[src/rtl/apb_pkg.sv]
// Shared APB definitions: bus widths and the completer FSM state type.
// Reused by the APB master for its own widths.
package apb_pkg;

  localparam int unsigned APB_DATA_W = 32;
  localparam int unsigned APB_ADDR_W = 32;

  typedef enum logic [0:0] {
    IDLE,
    ACCESS
  } apb_slv_state_t;

endpackage

[src/rtl/apb_slave_regfile_if.sv]
// APB bus bundle between a requester and the register-file completer.
// Signals: PADDR/PSEL/PENABLE/PWRITE/PWDATA (requester -> completer),
//          PRDATA/PREADY/PSLVERR (completer -> requester).
interface apb_slave_regfile_if;
  import apb_pkg::*;

  logic [APB_ADDR_W-1:0] PADDR;
  logic                  PSEL;
  logic                  PENABLE;
  logic                  PWRITE;
  logic [APB_DATA_W-1:0] PWDATA;
  logic [APB_DATA_W-1:0] PRDATA;
  logic                  PREADY;
  logic                  PSLVERR;

  modport master (
    output PADDR, PSEL, PENABLE, PWRITE, PWDATA,
    input  PRDATA, PREADY, PSLVERR
  );

  modport slave (
    input  PADDR, PSEL, PENABLE, PWRITE, PWDATA,
    output PRDATA, PREADY, PSLVERR
  );

endinterface

[src/rtl/apb_wait_counter.sv]
// Loadable down-counter with a zero flag, used to insert APB wait states.
// Ports: PCLK, PRESETn (async active-low), load_i/load_val_i (load a new count),
//        dec_i (decrement, saturating at zero), zero_o (count is zero).
module apb_wait_counter #(
  parameter int unsigned WIDTH = 4
) (
  input  logic             PCLK,
  input  logic             PRESETn,
  input  logic             load_i,
  input  logic [WIDTH-1:0] load_val_i,
  input  logic             dec_i,
  output logic             zero_o
);

  logic [WIDTH-1:0] cnt_q;

  always_ff @(posedge PCLK or negedge PRESETn) begin
    if (!PRESETn) begin
      cnt_q <= '0;
    end else if (load_i) begin
      cnt_q <= load_val_i;
    end else if (dec_i && (cnt_q != '0)) begin
      cnt_q <= cnt_q - 1'b1;
    end
  end

  assign zero_o = (cnt_q == '0);

endmodule

[src/rtl/apb_slave_regfile.sv]
// APB completer with a word-addressed register file.
// Ports: PCLK, PRESETn (async active-low), apb (slave modport of the APB bundle),
//        status_in (read-only word at index NUM_REGS-1), ctrl_out (register 0).
// Index NUM_REGS-1 reads status_in and rejects writes; misaligned or out-of-range
// addresses return PSLVERR with PRDATA = 0.
module apb_slave_regfile
  import apb_pkg::*;
#(
  parameter int unsigned NUM_REGS    = 16,
  parameter int unsigned WAIT_CYCLES = 0
) (
  input  logic                  PCLK,
  input  logic                  PRESETn,
  apb_slave_regfile_if.slave    apb,
  input  logic [APB_DATA_W-1:0] status_in,
  output logic [APB_DATA_W-1:0] ctrl_out
);

  localparam int unsigned IDX_W    = $clog2(NUM_REGS);
  localparam int unsigned STAT_IDX = NUM_REGS - 1;

  apb_slv_state_t        state_q, state_d;
  logic [APB_ADDR_W-1:0] addr_q;
  logic                  write_q;
  logic [APB_DATA_W-1:0] wdata_q;
  // Only the writable registers are stored; the top index is status_in.
  logic [APB_DATA_W-1:0] regs_q [NUM_REGS-1];

  logic                  setup, latch, cnt_zero, ready, complete, err;
  logic [IDX_W-1:0]      idx;
  logic [APB_DATA_W-1:0] rd_data;

  assign setup = apb.PSEL && !apb.PENABLE;

  always_comb begin
    state_d = state_q;
    latch   = 1'b0;
    case (state_q)
      IDLE: begin
        // PSEL with PENABLE already high is a protocol violation and is ignored.
        if (setup) begin
          state_d = ACCESS;
          latch   = 1'b1;
        end
      end
      ACCESS: begin
        if (!apb.PSEL) begin
          state_d = IDLE;
        end else if (ready && apb.PENABLE) begin
          state_d = IDLE;
        end
      end
      default: state_d = IDLE;
    endcase
  end

  always_ff @(posedge PCLK or negedge PRESETn) begin
    if (!PRESETn) begin
      state_q <= IDLE;
      addr_q  <= '0;
      write_q <= 1'b0;
      wdata_q <= '0;
    end else begin
      state_q <= state_d;
      if (latch) begin
        addr_q  <= apb.PADDR;
        write_q <= apb.PWRITE;
        wdata_q <= apb.PWDATA;
      end
    end
  end

  apb_wait_counter #(
    .WIDTH (4)
  ) u_wait_cnt (
    .PCLK       (PCLK),
    .PRESETn    (PRESETn),
    .load_i     (latch),
    .load_val_i (4'(WAIT_CYCLES)),
    .dec_i      (state_q == ACCESS),
    .zero_o     (cnt_zero)
  );

  assign ready    = (state_q == ACCESS) && cnt_zero;
  assign complete = ready && apb.PSEL && apb.PENABLE;

  assign idx = addr_q[IDX_W+1:2];
  assign err = (addr_q[1:0] != 2'b00) ||
               (addr_q >= APB_ADDR_W'(4 * NUM_REGS)) ||
               (write_q && (idx == IDX_W'(STAT_IDX)));

  always_comb begin
    rd_data = status_in;
    for (int unsigned i = 0; i < NUM_REGS - 1; i++) begin
      if (idx == IDX_W'(i)) rd_data = regs_q[i];
    end
  end

  always_ff @(posedge PCLK or negedge PRESETn) begin
    if (!PRESETn) begin
      for (int unsigned i = 0; i < NUM_REGS - 1; i++) regs_q[i] <= '0;
    end else if (complete && write_q && !err) begin
      for (int unsigned i = 0; i < NUM_REGS - 1; i++) begin
        if (idx == IDX_W'(i)) regs_q[i] <= wdata_q;
      end
    end
  end

  assign apb.PREADY  = ready;
  assign apb.PSLVERR = complete && err;
  assign apb.PRDATA  = (complete && !write_q && !err) ? rd_data : '0;
  assign ctrl_out    = regs_q[0];

endmodule

[src/flat_wrapper.sv]
// flat-port wrapper written by rule: the top's interface ports become plain ports
module apb_slave_regfile_flat import apb_pkg::*;
#(
  parameter int unsigned NUM_REGS    = 16,
  parameter int unsigned WAIT_CYCLES = 0
)
  (PCLK, PRESETn, status_in, ctrl_out, apb_PADDR, apb_PSEL, apb_PENABLE, apb_PWRITE, apb_PWDATA, apb_PRDATA, apb_PREADY, apb_PSLVERR);
  apb_slave_regfile_if apb_i ();
  input  logic PCLK;
  input  logic PRESETn;
  input  logic [APB_DATA_W-1:0] status_in;
  output logic [APB_DATA_W-1:0] ctrl_out;
  input wire logic [$bits(apb_i.PADDR)-1:0] apb_PADDR;
  input wire logic [$bits(apb_i.PSEL)-1:0] apb_PSEL;
  input wire logic [$bits(apb_i.PENABLE)-1:0] apb_PENABLE;
  input wire logic [$bits(apb_i.PWRITE)-1:0] apb_PWRITE;
  input wire logic [$bits(apb_i.PWDATA)-1:0] apb_PWDATA;
  output wire logic [$bits(apb_i.PRDATA)-1:0] apb_PRDATA;
  output wire logic [$bits(apb_i.PREADY)-1:0] apb_PREADY;
  output wire logic [$bits(apb_i.PSLVERR)-1:0] apb_PSLVERR;
  assign apb_i.PADDR = apb_PADDR;
  assign apb_i.PSEL = apb_PSEL;
  assign apb_i.PENABLE = apb_PENABLE;
  assign apb_i.PWRITE = apb_PWRITE;
  assign apb_i.PWDATA = apb_PWDATA;
  assign apb_PRDATA = apb_i.PRDATA;
  assign apb_PREADY = apb_i.PREADY;
  assign apb_PSLVERR = apb_i.PSLVERR;
  apb_slave_regfile #(.NUM_REGS(NUM_REGS), .WAIT_CYCLES(WAIT_CYCLES)) u_core (.PCLK(PCLK), .PRESETn(PRESETn), .apb(apb_i), .status_in(status_in), .ctrl_out(ctrl_out));
endmodule
[config.mk]
export PLATFORM = sky130hd
export DESIGN_NAME = apb_slave_regfile_flat
export DESIGN_NICKNAME = d
export VERILOG_FILES = /design/src/rtl/apb_pkg.sv /design/src/rtl/apb_slave_regfile_if.sv /design/src/rtl/apb_wait_counter.sv /design/src/rtl/apb_slave_regfile.sv /design/src/flat_wrapper.sv
export SDC_FILE = /design/constraint.sdc
export NUM_CORES = 1
export LEC_CHECK = 0
export BUFFER_PORTS_ARGS = -buffer_cell sky130_fd_sc_hd__buf_2
export CORE_MARGIN = 4
export CORE_UTILIZATION = 45
export CTS_CLUSTER_DIAMETER = 150
export DETAILED_ROUTE_END_ITERATION = 10
export GPL_TIMING_DRIVEN = 0
export PLACE_DENSITY = 0.73
export SYNTH_ARGS = -nofsm -noshare
export SYNTH_HDL_FRONTEND = slang
export SYNTH_SLANG_ARGS = --single-unit
[constraint.sdc]
create_clock -name PCLK -period 2.85 [get_ports PCLK]
set_input_delay 0.285 -clock PCLK [delete_from_list [all_inputs] [get_ports PCLK]]
set_output_delay 0.285 -clock PCLK [all_outputs]
set_load 0.1 [all_outputs]
==> results.cfg <==
[final_layout]
syn2layout_area_growth_pct = 36.4
post-route-util_pct = 62.2
fin_nets = 2746
layout-drive-gt1-share_pct = 45.6
finalNonFillerCells = 3460
final_area_sq_mm = 0.0360

[synthesis]
async_flop_share_pct = 100
synth_area_per_cell_sq_um = 11.8
yosysUniqueCellTypes = 55
synth-seq-cells = 550
synth_area_sq_mm = 0.0264
synth_nets = 2332
yosysWarnings = 0
ys_seq_area_share_pct = 52.1
synth_edf_count = 0
syn_inst = 2229
ys.flop_type = dfrtp_1

[drt]
avgRoutedWirePerCell_um = 33.2
routed_wl_um = 115000
drc_errors = 0
dr.first_iter.drc_count = 3126
drt-pass1-iter-count = 6
drt.antenna.violating_nets = 0
vias_per_cell = 6.63
vias = 22947

[run]
drv_cap = 0

[sta]
max_slew_margin_pct = 15.2
setup_viol = 32
hold_viol_final = 0
clock_skew_ns = 0.0140
fin_crit_ns = 3.32
clock.fmax_mhz = 301
drv_slew = 0
rsz0062_at_grt = yes
worstMarginPinSlew_ns = 1.27
fin_crit_sh_pct = 117
setup_ws_ns = -0.471

[placed_design]
io_buffers = 166
dp_cells = 3165
place_hpwl_um = 71000
placed_area_sq_mm = 0.0288
place_congestion = 1.02

[setup_path]
worst_setup_path_end_kind = output pin
crit_family = buffers and inverters
crit_buf_inv = 4
worst_path_max_delay_cell = dfrtp_2
cp.required_ns = 2.57
path_depth = 9
rrSetupSlack_ns = 0.05
worstPathArrival_ns = 3.04
cp_max_fo = 10
cp-start-kind = flop
rr_worst_depth = 7
crit_chain = buf_4 > buf_8 > buf_6 > nand2_2 > nand2_1 > a31oi_1 > a211o_1 > a311oi_4 > buf_12
critical_path_class = reg -> out
slowest_delay_ns = 0.44

[clocking]
root_buffer = clkbuf_16
cts_buffer_depth = 3
numCtsBuffers = 58
htree_levels = 2
clock_latency_ns = 0.65
cts_tree = done
cts_num_sinks = 550
path_clk_slew_ns = 0.06

[global_route]
antenna_found_initial = 3
grt_overflow_total = 0
grt_max_degree = 126
grt_pass1_vias = 23348
grt_pass1_wl_um = 160000
grt_use_total_pct = 35.0

[status]
status = finished, violations left
violations = setup timing

[power_and_ir_drop]
ir_drop_v = 0.000473
leakage_nw = 17.0
total_power_mw = 23.9
power_density_mw_per_mm2 = 663

[floorplan]
die_y_um = 250
core_area_sq_mm = 0.0579
initial_core_util_pct = 45.6
die_w_um = 250
io_pins = 167
dieArea_sq_mm = 0.0626
rows = 88

[hold_path]
hold_class = in -> async
[path summary, 6_finish.rpt]
kind | from | to
setup reg to reg | u_core.addr_q[5] | u_core.regs_q[392]
hold / removal | PRESETn | u_core.wdata_q[13]
setup / recovery | u_core.addr_q[3] | apb_PRDATA[29]
min in group PCLK | apb_PWDATA[10] | u_core.wdata_q[10]
hold reg to reg | u_core.regs_q[125] | u_core.regs_q[125]
max in group asynchronous | PRESETn | u_core.addr_q[17]
[state kept, by name, indices dropped and copies added, names as in the netlist]
register                 flops
u_core.addr_q               32
u_core.ctrl_out             32
u_core.regs_q              448
u_core.state_q               1
u_core.u_wait_cnt.cnt_q      4
u_core.wdata_q              32
u_core.write_q               1
[cell usage in the layout, fill, tap and decap left out, types with 22 or more instances in the layout]
cell and count:
nand2_1 91, clkbuf_1 46, mux2i_1 37, clkbuf_16 84, buf_4 116, mux2_1 103, nor2_1 92, mux2_2 456
a22oi_1 23, o211ai_1 22, dfrtp_1 547, a21oi_1 109, clkbuf_8 57, o21ai_0 102, buf_2 142, buf_6 43
dlygate4sd3_1 68, o22ai_1 52, buf_12 69
[through the flow]
stage	hold WS, ns	setup slack (ns)	setup TNS [ns]
after floorplan	-0.0106	-0.0693	-0.702
after global placement	0.468	-9.52	-5328.82
after detailed placement	0.191	-1.44	-138.64
after CTS	0.115	-0.463	-9.70
after global routing	0.160	-0.468	-12.52
final	0.115	-0.471	-10.81
[where the power goes]
| part | internal [mW] | switching, mW | total, mW |
|---|---|---|---|
| registers | 8.04 | 0.357 | 8.40 |
| logic | 2.66 | 4.42 | 7.09 |
| clock network | 5.03 | 3.37 | 8.39 |
[cell type report]
| type | count | area (sq um) |
|---|---|---|
| fill | 4380 | 21900 |
| sequential | 550 | 13800 |
| multi-input combinational | 1444 | 13000 |
| timing repair buffer | 363 | 3560 |
| buffer | 219 | 2510 |
| clock buffer | 85 | 1770 |
| tap | 765 | 957 |
| clock inverter | 25 | 353 |
| inverter | 7 | 47.5 |
| antenna | 2 | 5.00 |
[Yosys cell counts (all sizes together), types with 14 or more instances]
cell type | number | area [sq um]
mux2 | 559 | 6290
dfrtp | 550 | 13800
a21oi | 133 | 666
o21ai | 124 | 621
nand2 | 122 | 458
clkbuf | 118 | 443
buf | 110 | 619
nor2 | 106 | 398
o22ai | 57 | 357
mux2i | 39 | 390
o2111ai | 25 | 219
a22oi | 23 | 173
o211ai | 22 | 165
a211oi | 20 | 150
o221ai | 18 | 158
nor2b | 17 | 106
nand3 | 15 | 90.1
a31oi | 14 | 87.6
[routing by layer]
metal,track usage [%],part of all wire [%]
met5,0,0
met2,51.6,42
met1,42.9,35
met4,25.2,9.1
met3,11.9,14
[logic make-up after synthesis]
group | Yosys count | share of synthesized area (%)
multiplexers | 602 | 25.7
AO/OA/AOI/OAI | 519 | 12.6
XOR/XNOR | 2 | 0.0663
flip-flops | 550 | 52.1
adder cells (fa/ha/maj) | 2 | 0.0947
AND/OR/NAND/NOR | 319 | 5.38
buffers and inverters | 235 | 4.12
[what timing repair did]
action                                  in CTS  in global routing
resized for setup                          696                154
endpoints found under the hold margin      242                  0
setup buffers                               79                 28
cloned                                      13                  6
hold buffers                                68                  0
pin swaps                                   58                 48
endpoints found under the setup margin     483                483
No activity file was read; power rests on OpenSTA's default activity.
